### src/rtl/fifo_wr_if.sv
// fifo_wr_if: producer, RAM-write and cross-domain pointer signals of the FIFO write side
interface fifo_wr_if #(parameter int WIDTH = 16, ADDR = 4);
  logic             wr_req;
  logic [WIDTH-1:0] wr_din;
  logic [ADDR:0]    rd_ptr_gray;
  logic             ovf_clr;
  logic             wr_en;
  logic [ADDR-1:0]  wr_addr;
  logic [WIDTH-1:0] wr_data;
  logic [ADDR:0]    wr_ptr_gray;
  logic             full;
  logic             almost_full;
  logic [ADDR:0]    wr_level;
  logic             overflow;
  modport master (
    output wr_req, wr_din, rd_ptr_gray, ovf_clr,
    input  wr_en, wr_addr, wr_data, wr_ptr_gray, full, almost_full, wr_level, overflow
  );
  modport slave (
    input  wr_req, wr_din, rd_ptr_gray, ovf_clr,
    output wr_en, wr_addr, wr_data, wr_ptr_gray, full, almost_full, wr_level, overflow
  );
endinterface

### src/rtl/fifo_wr_ctrl.sv
// fifo_wr_ctrl: write-side controller of an async FIFO with Gray pointer handoff and sticky overflow
module fifo_wr_ctrl #(
  parameter int WIDTH = 16,
  parameter int DEPTH = 16,
  parameter int ADDR = 4,
  parameter int AF_LEVEL = 14
) (
  input logic      wrclk,
  input logic      rd_rst_n,
  fifo_wr_if.slave bus
);
  logic [ADDR:0] wbin, wgray, rq1, rq2, rbin, wbin_next, wgray_next, level_next, wr_level;
  logic full, almost_full, overflow, wr_en;
  if (DEPTH != (1 << ADDR)) begin : g_bad_depth
    $error("DEPTH must equal 2**ADDR");
  end
  assign wr_en = bus.wr_req & ~full & rd_rst_n;
  // rbin[i] is the parity of all Gray bits at or above i
  for (genvar i = 0; i <= ADDR; i++) begin : g_rbin
    assign rbin[i] = ^(rq2 >> i);
  end
  always_comb begin
    wbin_next  = wbin + (ADDR+1)'(wr_en);
    wgray_next = wbin_next ^ (wbin_next >> 1);
    level_next = wbin_next - rbin;
  end
  always_ff @(posedge wrclk or negedge rd_rst_n)
    if (!rd_rst_n) begin
      wbin        <= '0;
      wgray       <= '0;
      rq1         <= '0;
      rq2         <= '0;
      wr_level    <= '0;
      full        <= 1'b0;
      almost_full <= 1'b0;
      overflow    <= 1'b0;
    end else begin
      wbin        <= wbin_next;
      wgray       <= wgray_next;
      rq1         <= bus.rd_ptr_gray;
      rq2         <= rq1;
      wr_level    <= level_next;
      full        <= wgray_next == {~rq2[ADDR:ADDR-1], rq2[ADDR-2:0]};
      almost_full <= level_next >= (ADDR+1)'(AF_LEVEL);
      overflow    <= (bus.wr_req & full) | (overflow & ~bus.ovf_clr);
    end
  assign bus.wr_en       = wr_en;
  assign bus.wr_addr     = wbin[ADDR-1:0];
  assign bus.wr_data     = WIDTH'(bus.wr_din);
  assign bus.wr_ptr_gray = wgray;
  assign bus.full        = full;
  assign bus.almost_full = almost_full;
  assign bus.wr_level    = wr_level;
  assign bus.overflow    = overflow;
endmodule

### src/flat_wrapper.sv
// flat-port wrapper written by rule: the top's interface ports become plain ports
module fifo_wr_ctrl_flat 
#(
  parameter int WIDTH = 16,
  parameter int DEPTH = 16,
  parameter int ADDR = 4,
  parameter int AF_LEVEL = 14
)
  (wrclk, rd_rst_n, bus_wr_req, bus_wr_din, bus_rd_ptr_gray, bus_ovf_clr, bus_wr_en, bus_wr_addr, bus_wr_data, bus_wr_ptr_gray, bus_full, bus_almost_full, bus_wr_level, bus_overflow);
  fifo_wr_if #(.WIDTH(WIDTH), .ADDR(ADDR)) bus_i ();
  input logic wrclk;
  input logic rd_rst_n;
  input wire logic [$bits(bus_i.wr_req)-1:0] bus_wr_req;
  input wire logic [$bits(bus_i.wr_din)-1:0] bus_wr_din;
  input wire logic [$bits(bus_i.rd_ptr_gray)-1:0] bus_rd_ptr_gray;
  input wire logic [$bits(bus_i.ovf_clr)-1:0] bus_ovf_clr;
  output wire logic [$bits(bus_i.wr_en)-1:0] bus_wr_en;
  output wire logic [$bits(bus_i.wr_addr)-1:0] bus_wr_addr;
  output wire logic [$bits(bus_i.wr_data)-1:0] bus_wr_data;
  output wire logic [$bits(bus_i.wr_ptr_gray)-1:0] bus_wr_ptr_gray;
  output wire logic [$bits(bus_i.full)-1:0] bus_full;
  output wire logic [$bits(bus_i.almost_full)-1:0] bus_almost_full;
  output wire logic [$bits(bus_i.wr_level)-1:0] bus_wr_level;
  output wire logic [$bits(bus_i.overflow)-1:0] bus_overflow;
  assign bus_i.wr_req = bus_wr_req;
  assign bus_i.wr_din = bus_wr_din;
  assign bus_i.rd_ptr_gray = bus_rd_ptr_gray;
  assign bus_i.ovf_clr = bus_ovf_clr;
  assign bus_wr_en = bus_i.wr_en;
  assign bus_wr_addr = bus_i.wr_addr;
  assign bus_wr_data = bus_i.wr_data;
  assign bus_wr_ptr_gray = bus_i.wr_ptr_gray;
  assign bus_full = bus_i.full;
  assign bus_almost_full = bus_i.almost_full;
  assign bus_wr_level = bus_i.wr_level;
  assign bus_overflow = bus_i.overflow;
  fifo_wr_ctrl #(.WIDTH(WIDTH), .DEPTH(DEPTH), .ADDR(ADDR), .AF_LEVEL(AF_LEVEL)) u_core (.wrclk(wrclk), .rd_rst_n(rd_rst_n), .bus(bus_i));
endmodule
### config.mk
export PLATFORM = sky130hd
export DESIGN_NAME = fifo_wr_ctrl_flat
export DESIGN_NICKNAME = d
export VERILOG_FILES = /design/src/rtl/fifo_wr_if.sv /design/src/rtl/fifo_wr_ctrl.sv /design/src/flat_wrapper.sv
export SDC_FILE = /design/constraint.sdc
export NUM_CORES = 1
export LEC_CHECK = 0
export BUFFER_PORTS_ARGS = -buffer_cell sky130_fd_sc_hd__buf_2
export CORE_MARGIN = 2
export CORE_UTILIZATION = 43
export CTS_BUF_LIST = sky130_fd_sc_hd__clkbuf_2
export CTS_CLUSTER_DIAMETER = 50
export CTS_CLUSTER_SIZE = 28
export DETAILED_ROUTE_END_ITERATION = 10
export HOLD_SLACK_MARGIN = 0.08
export PLACE_DENSITY = 0.79
export RECOVER_POWER = 50
export SYNTH_ARGS = -nofsm -noshare
export SYNTH_HDL_FRONTEND = slang
export SYNTH_SLANG_ARGS = --single-unit
### constraint.sdc
create_clock -name wrclk -period 2.5 [get_ports wrclk]
set_clock_uncertainty 0.05 [all_clocks]
set_input_delay 0.125 -clock wrclk [delete_from_list [all_inputs] [get_ports wrclk]]
set_output_delay 0.125 -clock wrclk [all_outputs]
set_load 0.05 [all_outputs]
* Word level (Yosys, flattened, before mapping) *
Cells that the tools add are included.

word-level totals
  latch bits = 0
  register bits = 28
  memory bits (writable) = 0
  logic and storage cells = 26
  memories = 0
  output and inout port bits = 34
  bits of input ports = 25
  bits in read-only memories = 0

operators by class
  mux-type cells = 0
  bitwise operators = 9
  reduce and logical (&&, ||, !) cells = 5
  multiply operators = 0
  $lt $le $gt $ge = 1
  add/subtract/negate cells = 2
  div/mod/pow operators = 0
  shifts and indexed selects = 0
  equal/unequal tests = 1

operators with widths
  operator                                                           count
  parity 5 bit                                                       5
  adder 5 x 1 -> 5 bit                                               1
  == test 5 bit                                                      1
  greater-or-equal comparator 5 x 4 -> 1 bit, second input constant  1
  subtractor 5 bit                                                   1
  bitwise XOR 5 x 4 -> 5 bit                                         1
  AND 1 bit                                                          4
  inverter 1 bit                                                     2
  inverter 2 bit                                                     1
  bitwise OR 1 bit                                                   1

* Longest topological paths before layout *
  depth in word-level cells = 6
  depth in mapped cells = 10
  depth with buffers taken out = 10

* Worst setup path before layout *
No wires, ideal clock.

  kind = register to register
  from = reg u_core.full, in the netlist u_core.bus.full
  to = reg u_core.almost_full, in the netlist u_core.bus.almost_full
  library setup time = 0.138 ns
  cell stages (with the launch flop) = 10
  arrival time = 3.108 ns
  setup slack = -0.796 ns
  period minus slack after synthesis = 3.296 ns
  buffers on the path = 0
  data required time = 2.312 ns
  path through = dfrtp_1 > nor2_1 > ha_1 > ha_1 > xor2_1 > ha_1 > nor2b_1 > o21ai_0 > a311o_1 > o211ai_1

on the way
  word-level cells in the longest chain between the ends = 6

ends and longest elaborated chain
  what                                        RTL line            text
  from (decl)                                 fifo_wr_ctrl.sv:13  logic full, almost_full, overflow, wr_en;
  from (signal assigned)                      fifo_wr_ctrl.sv:43  full <= wgray_next == {~rq2[ADDR:ADDR-1], rq2[ADDR-2:0]};
  inverter 1 bit                              fifo_wr_ctrl.sv:17  assign wr_en = bus.wr_req & ~full & rd_rst_n;
  AND 1 bit (2 in series)                     fifo_wr_ctrl.sv:17
  named net bus_wr_en                         flat_wrapper.sv:17  output wire logic [$bits(bus_i.wr_en)-1:0] bus_wr_en;
  adder 5 x 1 -> 5 bit                        fifo_wr_ctrl.sv:23  wbin_next = wbin + (ADDR+1)'(wr_en);
  named net u_core.wbin_next[2]               fifo_wr_ctrl.sv:12  logic [ADDR:0] wbin, wgray, rq1, rq2, rbin, wbin_next, wgray_next, level_next, wr_level;
  subtractor 5 bit                            fifo_wr_ctrl.sv:25  level_next = wbin_next - rbin;
  greater-or-equal comparator 5 x 4 -> 1 bit  fifo_wr_ctrl.sv:44  almost_full <= level_next >= (ADDR+1)'(AF_LEVEL);
  to (signal assigned)                        fifo_wr_ctrl.sv:44
  to (decl)                                   fifo_wr_ctrl.sv:13

The timed path passes the listed nets, and every way through them passes these cells.

* Final worst setup path *
  from = reg u_core.rq2[3]
  to = reg u_core.almost_full, in the netlist u_core.bus.almost_full

on the way
  word-level cells in the longest chain between the ends = 3
  elaborated cells on any way between the ends = 6
  classes of those cells = add/sub (1); order compare (1); reduce/logical (4)

ends and longest elaborated chain
  what                                            RTL line            text
  from (decl)                                     fifo_wr_ctrl.sv:12
  from (signal assigned)                          fifo_wr_ctrl.sv:41  rq2 <= rq1;
  parity 5 bit                                    fifo_wr_ctrl.sv:20  assign rbin[i] = ^(rq2 >> i);
  subtractor 5 bit (*)                            fifo_wr_ctrl.sv:25
  greater-or-equal comparator 5 x 4 -> 1 bit (*)  fifo_wr_ctrl.sv:44

Mark *: on every way between the ends. The rest lies on a longest branch, timed or not.

==> flow_summary.json <==
{
  "final_period_minus_worst_setup_slack_ns": 2.50,
  "post_synth_and_or_nand_nor_area_fraction_pct": 5.98,
  "synthesis.area_per_instance_sq_um": 12.3,
  "synthDistinctLibCells": 23,
  "post_synth_inst_count": 104,
  "die_height_um": 58.5,
  "powerDensity_nw_per_um2": 1430,
  "synthTopCellsByArea": "sky130_fd_sc_hd__dfrtp_1 (53%), sky130_fd_sc_hd__buf_4 (9.4%), sky130_fd_sc_hd__xnor2_1 (7.5%), sky130_fd_sc_hd__ha_1 (4.9%), sky130_fd_sc_hd__xor2_1 (4.8%)",
  "yosys_warnings": 0,
  "synth.top_cells.by_count": "sky130_fd_sc_hd__dfrtp_1 (27), sky130_fd_sc_hd__buf_4 (16), sky130_fd_sc_hd__xnor2_1 (11)",
  "portBuffers": 26,
  "critical_path_class": "reg2reg",
  "syn_to_final_growth_pct": 22.9,
  "final-max-slew-violation-count": 0,
  "fin_setup_tns_ns": -0.00337,
  "postSynthRegisterBits": 27,
  "first_iter_violations": 1,
  "post-place-cells": 151,
  "vias": 802,
  "synthArstFlopShare_pct": 100,
  "dominant_combinational_cell_family_by_area_after_synthesis": "XOR/XNOR gates",
  "vias_in_the_first_global_route": 859,
  "synth-xor-area-share_pct": 17.3,
  "post-route-drc-count": 0,
  "fin_hold_ws_ns": 0.200,
  "grt.met3_usage_pct": 3.74,
  "worstMarginPinSlew_ns": 1.40,
  "antenna-diode-count": 0,
  "die_width_um": 58.5,
  "initial_utilization_pct": 45.9,
  "top_usage_layer": "met2",
  "crit_path_start_kind": "register",
  "hp-class": "in2out",
  "cts_tree": "yes",
  "globalRouteMet1Util_pct": 15.4,
  "cts_buffer_depth": 2,
  "ir_drop_mv": 0.850,
  "outcome": "finished with violations",
  "post-synth-top-area-cell": "sky130_fd_sc_hd__dfrtp_1",
  "vias_per_cell": 4.86,
  "synth-seq-area-share_pct": 52.9,
  "compound_gate_portion_of_the_synthesized_area_pct": 5.29,
  "fraction_of_synthesized_area_in_multiplexers_pct": 0,
  "critical_path_rt_ns": 2.72,
  "worst_skew_pair.late_latency_ns": 0.34,
  "hpwlAfterDp_um": 1580,
  "timing.final.setup_violations": 1,
  "antenna_violating_nets_post_route": 0,
  "post-synth-top-count-cell": "sky130_fd_sc_hd__dfrtp_1",
  "final_hold_viol_count": 0,
  "post_route_cells_drive_above_1_share_pct": 38.1,
  "dr.pass1.iters": 4,
  "postSynth.topFlopCell": "sky130_fd_sc_hd__dfrtp_1",
  "numClockSinks": 27,
  "failed_checks": "negative setup slack",
  "mappedNetlistNets": 135,
  "clock-root-buffer": "sky130_fd_sc_hd__clkbuf_2",
  "max_capacitance_violation_count": 0,
  "synth_enable_flop_cells": 0,
  "grt_antenna_before_repair": 0,
  "clk_transition_reported_paths_ns": 0.21,
  "tritoncts.num_buffers": 3,
  "detail_route.wl_per_cell_um": 13.3,
  "placement.setup.worst_slack_ns": -0.0153,
  "hold_start": "bus_wr_din[8]",
  "maximum_number_of_pins_on_one_net_before_global_route_repair": 28,
  "crit_arrival_ns": 2.72,
  "power.static_leakage_nw": 0.750,
  "grt_pass1_wl_um": 3490,
  "netlist.area_leader.share_pct": 52.9,
  "crit_start": "u_core.rq2[3]",
  "netlist_area_sq_um": 1280,
  "fmax_mhz": 399,
  "final_net_count": 166,
  "final.period_utilization_pct": 100,
  "fp-row-count": 19,
  "rsz0062_at_grt": "true",
  "timing.final.ws_setup_ns": -0.00337,
  "end_kind": "register",
  "cts_htree_levels": 1,
  "floorplan.core_area_sq_um": 2780,
  "critPathMaxFanout": 2,
  "postRouteWirelength_um": 2200,
  "slew-limit-headroom_pct": 6.66,
  "gr-total-overflow": 0,
  "gp_routability_congestion": 0.780,
  "grt_use_total_pct": 13.7,
  "layout.core_utilization_pct": 56.4,
  "total_die_area_sq_um": 3420,
  "met2_usage_pct": 24.1,
  "io_pins": 59,
  "arithmetic_cell_share_of_the_synthesized_area_counting_full_adders_half_adders_and_majority_gates_pct": 6.47,
  "worst_r2r_startpoint": "u_core.rq2[3]",
  "layoutNonFillerInstCount": 165
}
-- report_power, final --
part | switching [mW] | total [mW] | internal [mW]
registers | 0.0966 | 0.682 | 0.585
logic | 0.913 | 1.41 | 0.495
clock network | 0.116 | 0.158 | 0.0423
total | 1.13 | 2.25 | 1.12
-- flip-flops by register name (all words and copies together), names as in the netlist --
name	count
u_core.bus.full	1
u_core.bus.almost_full	1
u_core.bus.wr_level	5
u_core.bus.overflow	1
u_core.bus.wr_ptr_gray	4
u_core.rq2	5
u_core.rq1	5
u_core.wbin	5
-- through the flow --
stage          area, sq um  power [mW]
2_1_floorplan         1340        1.82
5_1_grt               1570        2.41
6_report              1570        2.25
4_1_cts               1550        2.23
3_3_place_gp          1440        2.02
3_5_place_dp          1440        2.04
-- cells in the final DEF (no fill, tap or decap) --
cell and instances:
sky130_fd_sc_hd__a221oi_2 1, sky130_fd_sc_hd__a21boi_0 1, sky130_fd_sc_hd__fa_2 1, sky130_fd_sc_hd__a21oi_1 1
sky130_fd_sc_hd__nand3_1 4, sky130_fd_sc_hd__xnor2_2 1, sky130_fd_sc_hd__o211ai_1 2, sky130_fd_sc_hd__nor2_4 1
sky130_fd_sc_hd__o21ai_2 1, sky130_fd_sc_hd__xor2_1 5, sky130_fd_sc_hd__xnor2_1 10, sky130_fd_sc_hd__xnor3_1 1
sky130_fd_sc_hd__inv_1 9, sky130_fd_sc_hd__buf_4 7, sky130_fd_sc_hd__dfrtp_1 26, sky130_fd_sc_hd__ha_1 2
sky130_fd_sc_hd__nor3_2 1, sky130_fd_sc_hd__buf_2 25, sky130_fd_sc_hd__nand2_1 6, sky130_fd_sc_hd__xor2_4 1
sky130_fd_sc_hd__or3_1 2, sky130_fd_sc_hd__xor3_1 1, sky130_fd_sc_hd__ha_2 1, sky130_fd_sc_hd__dfrtp_2 1
sky130_fd_sc_hd__xor2_2 2, sky130_fd_sc_hd__ha_4 2, sky130_fd_sc_hd__o21ai_0 2, sky130_fd_sc_hd__a311o_1 1
sky130_fd_sc_hd__nor2b_4 1, sky130_fd_sc_hd__clkbuf_2 4, sky130_fd_sc_hd__dlygate4sd3_1 8, sky130_fd_sc_hd__or2_2 1
sky130_fd_sc_hd__clkbuf_1 2
-- critical path: stages, from the launching register on --
cell and delay, ns:
sky130_fd_sc_hd__dfrtp_1 0.46, sky130_fd_sc_hd__xor2_2 0.24, sky130_fd_sc_hd__xnor2_2 0.15, sky130_fd_sc_hd__xor2_1 0.22, sky130_fd_sc_hd__xnor2_1 0.10, sky130_fd_sc_hd__ha_2 0.19, sky130_fd_sc_hd__fa_2 0.37, sky130_fd_sc_hd__nor2b_4 0.15
sky130_fd_sc_hd__o21ai_2 0.07, sky130_fd_sc_hd__a311o_1 0.34, sky130_fd_sc_hd__o211ai_1 0.09
-- cell families after synthesis --
logic type      count (synthesis)
flops                          27
buf+inv                        25
xor+xnor                       21
simple gates                   16
compound gates                  9
fa+ha+maj                       6
-- per-layer routing --
metal / vias up / part of all wire (%)
met3: 12 / 6.0
li1: 375 / -
met1: 389 / 41
met5: - / 0
met2: 26 / 52
met4: 0 / 1.5
-- cell type report --
cell class	instances	area (sq um)
repair buffers	42	265
multi-input cells	52	534
well taps	31	38.8
flip-flops and latches	27	677
clock buffers	4	20.0
inverters	9	33.8
fillers	247	1210
-- what timing repair did --
action | in CTS | in global routing
buffers inserted | 0 | 2
endpoints found under the setup margin | 2 | 2
hold endpoints to repair | 33 | 0
hold buffers | 8 | 0
resized for setup | 2 | 3
pin swaps | 1 | 3
-- final timing paths --
| path | endpoint | slack, ns | cells after the start |
|---|---|---|---|
| max in group asynchronous | u_core.bus.full | 0.76 | 3 |
| max reg2reg | u_core.bus.almost_full | -0.003 | 10 |
| min in group asynchronous | u_core.rq2[1] | 0.73 | 3 |
| max | u_core.bus.almost_full | -0.003 | 10 |
| min reg2reg | u_core.rq2[2] | 0.33 | 0 |
| min | bus_wr_data[8] | 0.20 | 0 |
Note: power is estimated with default switching activity, not from simulation.
